**config.mk**
```make
export PLATFORM = sky130hd
export DESIGN_NAME = clic_gateway_flat
export DESIGN_NICKNAME = d
export VERILOG_FILES = /design/src/rtl/clic_gateway_if.sv /design/src/rtl/clic_gateway.sv /design/src/flat_wrapper.sv
export SDC_FILE = /design/constraint.sdc
export NUM_CORES = 1
export LEC_CHECK = 0
export ABC_AREA = 1
export CAP_MARGIN = 5
export CORE_ASPECT_RATIO = 1.1
export CORE_UTILIZATION = 39
export CTS_CLUSTER_SIZE = 14
export DETAILED_ROUTE_END_ITERATION = 8
export GPL_ROUTABILITY_DRIVEN = 0
export HOLD_SLACK_MARGIN = 0.1
export PLACE_DENSITY_LB_ADDON = 0.25
export SYNTH_ARGS = -nofsm -noshare
export SYNTH_HDL_FRONTEND = slang
export SYNTH_SLANG_ARGS = --single-unit
```
**constraint.sdc**
```tcl
create_clock -name clk_i -period 1.6 [get_ports clk_i]
set_input_delay 0.32 -clock clk_i [delete_from_list [all_inputs] [get_ports clk_i]]
set_output_delay 0.32 -clock clk_i [all_outputs]
set_load 0.01 [all_outputs]
```
**src/rtl/clic_gateway_if.sv**
```systemverilog
// Signal bundle between the interrupt sources/control and the CLIC gateway.
// The gateway side uses the slave modport; stimulus or upstream logic uses master.
interface clic_gateway_if #(
   parameter int N_SOURCE = 32
);
   localparam int IDW = (N_SOURCE > 1) ? $clog2(N_SOURCE) : 1;

   logic [N_SOURCE-1:0] src_i;
   logic [N_SOURCE-1:0] le_i;
   logic [N_SOURCE-1:0] pol_i;
   logic [N_SOURCE-1:0] sw_we_i;
   logic [N_SOURCE-1:0] sw_wdata_i;
   logic                claim_i;
   logic [IDW-1:0]      claim_id_i;
   logic [N_SOURCE-1:0] ip_o;

   modport master (
      output src_i,
      output le_i,
      output pol_i,
      output sw_we_i,
      output sw_wdata_i,
      output claim_i,
      output claim_id_i,
      input  ip_o
   );

   modport slave (
      input  src_i,
      input  le_i,
      input  pol_i,
      input  sw_we_i,
      input  sw_wdata_i,
      input  claim_i,
      input  claim_id_i,
      output ip_o
   );
endinterface

```
**src/rtl/clic_gateway.sv**
```systemverilog
// Per-source interrupt gateway producing the registered pending vector for the CLIC adapter.
// Optional macro CLIC_GATEWAY_SYNC_EN inserts a 2-flop synchronizer on every src_i bit.
module clic_gateway #(
   parameter int N_SOURCE = 32
) (
   input  logic          clk_i,
   input  logic          rst_i,
   clic_gateway_if.slave gw
);
   localparam int IDW = (N_SOURCE > 1) ? $clog2(N_SOURCE) : 1;

   logic [N_SOURCE-1:0] line;
   logic [N_SOURCE-1:0] qual;
   logic [N_SOURCE-1:0] prev;
   logic [N_SOURCE-1:0] edge_det;
   logic [N_SOURCE-1:0] claim_clr;
   logic [N_SOURCE-1:0] ip;
   logic [N_SOURCE-1:0] ip_nxt;

`ifdef CLIC_GATEWAY_SYNC_EN
   logic [N_SOURCE-1:0] sync_meta;
   logic [N_SOURCE-1:0] sync_out;

   always_ff @(posedge clk_i) begin
      if (rst_i) begin
         sync_meta <= '0;
         sync_out  <= '0;
      end else begin
         sync_meta <= gw.src_i;
         sync_out  <= sync_meta;
      end
   end

   assign line = sync_out;
`else
   assign line = gw.src_i;
`endif

   assign qual     = line ^ gw.pol_i;
   assign edge_det = qual & ~prev;

   // Ids at or above N_SOURCE match no index and so clear nothing.
   always_comb begin
      claim_clr = '0;
      for (int i = 0; i < N_SOURCE; i++) begin
         claim_clr[i] = gw.claim_i && (gw.claim_id_i == IDW'(i));
      end
   end

   // A fresh edge outranks software writes and claims so no edge is ever dropped.
   always_comb begin
      ip_nxt = '0;
      for (int i = 0; i < N_SOURCE; i++) begin
         if (!gw.le_i[i]) begin
            ip_nxt[i] = qual[i];
         end else if (edge_det[i]) begin
            ip_nxt[i] = 1'b1;
         end else if (gw.sw_we_i[i]) begin
            ip_nxt[i] = gw.sw_wdata_i[i];
         end else begin
            ip_nxt[i] = ip[i] & ~claim_clr[i];
         end
      end
   end

   // prev tracks the qualified line in both modes so a mode switch sees current history.
   always_ff @(posedge clk_i) begin
      if (rst_i) begin
         prev <= '0;
         ip   <= '0;
      end else begin
         prev <= qual;
         ip   <= ip_nxt;
      end
   end

   assign gw.ip_o = ip;
endmodule

```
**src/flat_wrapper.sv**
```systemverilog
// flat-port wrapper written by rule: the top's interface ports become plain ports
module clic_gateway_flat 
#(
   parameter int N_SOURCE = 32
)
  (clk_i, rst_i, gw_src_i, gw_le_i, gw_pol_i, gw_sw_we_i, gw_sw_wdata_i, gw_claim_i, gw_claim_id_i, gw_ip_o);
  clic_gateway_if #(.N_SOURCE(N_SOURCE)) gw_i ();
  input  logic clk_i;
  input  logic rst_i;
  input wire logic [$bits(gw_i.src_i)-1:0] gw_src_i;
  input wire logic [$bits(gw_i.le_i)-1:0] gw_le_i;
  input wire logic [$bits(gw_i.pol_i)-1:0] gw_pol_i;
  input wire logic [$bits(gw_i.sw_we_i)-1:0] gw_sw_we_i;
  input wire logic [$bits(gw_i.sw_wdata_i)-1:0] gw_sw_wdata_i;
  input wire logic [$bits(gw_i.claim_i)-1:0] gw_claim_i;
  input wire logic [$bits(gw_i.claim_id_i)-1:0] gw_claim_id_i;
  output wire logic [$bits(gw_i.ip_o)-1:0] gw_ip_o;
  assign gw_i.src_i = gw_src_i;
  assign gw_i.le_i = gw_le_i;
  assign gw_i.pol_i = gw_pol_i;
  assign gw_i.sw_we_i = gw_sw_we_i;
  assign gw_i.sw_wdata_i = gw_sw_wdata_i;
  assign gw_i.claim_i = gw_claim_i;
  assign gw_i.claim_id_i = gw_claim_id_i;
  assign gw_ip_o = gw_i.ip_o;
  clic_gateway #(.N_SOURCE(N_SOURCE)) u_core (.clk_i(clk_i), .rst_i(rst_i), .gw(gw_i));
endmodule
```
==> impl_metrics.tcl <==
set metrics [dict create \
    hold_buffers 0 \
    clock_latency_ns 0.33 \
    die_h_um 95.6 \
    grt_pass1_vias 3594 \
    yosysSeqAreaShare_pct 41.2 \
    postCtsSetupBuffers 0 \
    synthXorXnorAreaFrac_pct 3.66 \
    synthAdderAreaFrac_pct 0 \
    hold_class "reg -> reg" \
    drtPass1Iterations 5 \
    period_share_pct 98.2 \
    slew_viol_final 0 \
    synth_top_family_by_area "simple AND/OR/NAND/NOR gates" \
    final_cell_area_um2 5520 \
    grt_overflow_total 0 \
    grt_use_total_pct 25.2 \
    antenna_found_initial 0 \
    syn-num-nets 643 \
    die_w_um 87.1 \
    drt_iter0_drc 232 \
    drv_cap 0 \
    crit_type "reg -> out" \
    vias 3739 \
    num_io_pins 200 \
    crit_chain "clkdlybuf4s50_1" \
    core_area_um2 7600 \
    drive_gt1_share_pct 5.49 \
    drtAntennaViolNets 0 \
    skew_ns 0.00740 \
    vias_per_cell 4.69 \
    num_antenna_cells 0 \
    p_leak_nw 2.54 \
    worst-path-buf-inv 1 \
    hold_violations 0 \
    rsz0062_at_grt "no" \
    synth.avg_cell_area_um2 6.54 \
    worstPathRequired_ns 1.28 \
    cts_resized 0 \
    rows 33 \
    path_max_fanout 2 \
    met1_length_um 4000 \
    synth_cell_types 22 \
    yosysWarnings 0 \
    routedWlPerCell_um 13.0 \
    max_stage_delay_ns 0.58 \
    dieArea_um2 8330 \
    clock_path_buffers 2 \
    slew_headroom_pct 77.3 \
    dr.max_layer_used "met4" \
    synth-simple-area-share_pct 32.6 \
    synth.area.mux_share_pct 0 \
    cp_slowest_cell "clkdlybuf4s50_1" \
    final_util_pct 72.6 \
    p_per_area_nw_per_um2 804 \
    clkTransAtPathRegs_ns 0.07 \
    tightest_slew_ns 0.339 \
    wl_met3_um 768 \
    cpLargestDelayFamily "buffers and inverters" \
    crit_arrival_ns 1.25 \
    routed_wl_um 10400 \
    dpl.hpwl_um 8550 \
    end_kind "primary output" \
    io_buffers 199 \
    grt_pass1_wl_um 16000 \
    start_util_pct 40.9 \
    syn_area_um2 3110 \
    synth_compound_area_share_pct 15.2 \
    htreeDepth 3 \
    cts_root_buf "clkbuf_8" \
    start_kind "flop" \
    period_needed_ns 1.57 \
    yosys_register_bits 64 \
    fmax_mhz 637 \
    status "finished, final reports clean" \
    rrSetupSlack_ns 0.76 \
    area_growth_pct 77.5 \
    synthCells 475 \
    drc 0 \
    cts_buffers 9 \
    grt_max_degree 28 \
    setup_viol 0 \
    cts_tree "done" \
    postPlaceCellArea_um2 5280 \
    nets 856 \
    met2WireLength_um 5270 \
    cts_sinks 64 \
    vdd.ir_drop.worst_mv 0.462 \
]
==> power by group <==
group	switching (W)	leakage [nW]	internal, W
Clock	0.000586	0.112	0.000952
Sequential	0.0000591	0.535	0.00174
Combinational	0.000435	1.90	0.000664
Total	0.00108	2.54	0.00335
==> cells in the final DEF, fill, tap and decap left out, drive strengths merged, types with 6 or more instances in the layout <==
master and count:
nor2 68, xor2 6, inv 52, buf 9, dfxtp 64, o211ai 12, xnor2 7, clkdlybuf4s50 196
nand3 8, a21oi 24, nand2 183, o21ai 31, clkbuf 12
==> cells by family (layout without fill, tap and decap cells) <==
kind of cell / count (synthesis) / after routing
compound gates: 80 / 80
xor+xnor: 13 / 13
buf+inv: 59 / 276
flops: 64 / 64
simple gates: 259 / 259
==> through the flow <==
step | hold WS [ns] | power (W) | std cells | TNS (ns) | setup slack, ns
2_1_floorplan | 0.436 | 0.00220 | 475 | 0 | 0.563
3_3_place_gp | 0.443 | 0.00289 | 782 | -1.70 | -0.132
3_5_place_dp | 0.448 | 0.00293 | 782 | -3.36 | -0.208
4_1_cts | 0.463 | 0.00446 | 797 | 0 | 0.0135
5_1_grt | 0.482 | 0.00464 | 797 | 0 | 0.00625
6_report | 0.461 | 0.00443 | 797 | 0 | 0.0291
==> final cells by class <==
type | count | area (um2)
clock buffer | 12 | 155
fill | 663 | 2080
inverter | 53 | 199
tap | 105 | 131
timing repair buffer | 208 | 2080
multi-input combinational | 352 | 1610
sequential | 64 | 1280
clock inverter | 3 | 65.1
==> final timing paths <==
check / endpoint / cells after the start / start
min: u_core.gw.ip_o[28]$_SDFF_PP0_ / 3 / u_core.prev[28]$_SDFF_PP0_
max reg2reg: u_core.gw.ip_o[15]$_SDFF_PP0_ / 6 / u_core.gw.ip_o[15]$_SDFF_PP0_
max: gw_ip_o[16] / 1 / u_core.gw.ip_o[16]$_SDFF_PP0_
min reg2reg: u_core.gw.ip_o[28]$_SDFF_PP0_ / 3 / u_core.prev[28]$_SDFF_PP0_
==> sequential cells by signal, summed over array words and instances, names as in the netlist <==
signal,flops
u_core.gw.ip_o,32
u_core.prev,32
==> worst register-to-register path, delay by kind of cell, from the launching register on <==
kind	cells	cell delay, ns
AO/OA/AOI/OAI	1	0.13
flip-flops	1	0.34
buffers and inverters	1	0.05
AND/OR/NAND/NOR	4	0.26
==> cell usage after synthesis (all sizes together) <==
cell type,instances,area share (%)
xor2,6,1.7
nand3,8,1.3
xnor2,7,2.0
nor2,68,9.0
o21a,1,0.24
o211a,4,1.3
nand2,183,22
buf,6,0.93
a21boi,4,0.97
o21ai,31,5.0
clkinv,1,0.12
a21oi,24,3.9
dfxtp,64,41
inv,52,6.3
o211ai,12,2.9
a21o,4,0.97
==> per-layer routing <==
| layer | GRT usage, % | up-vias |
|---|---|---|
| li1 | - | 1912 |
| met1 | 26.8 | 1653 |
| met4 | 11.9 | 0 |
| met5 | 0 | - |
| met3 | 5.54 | 25 |
| met2 | 47.0 | 149 |
Note: power is estimated with default switching activity, not from simulation.
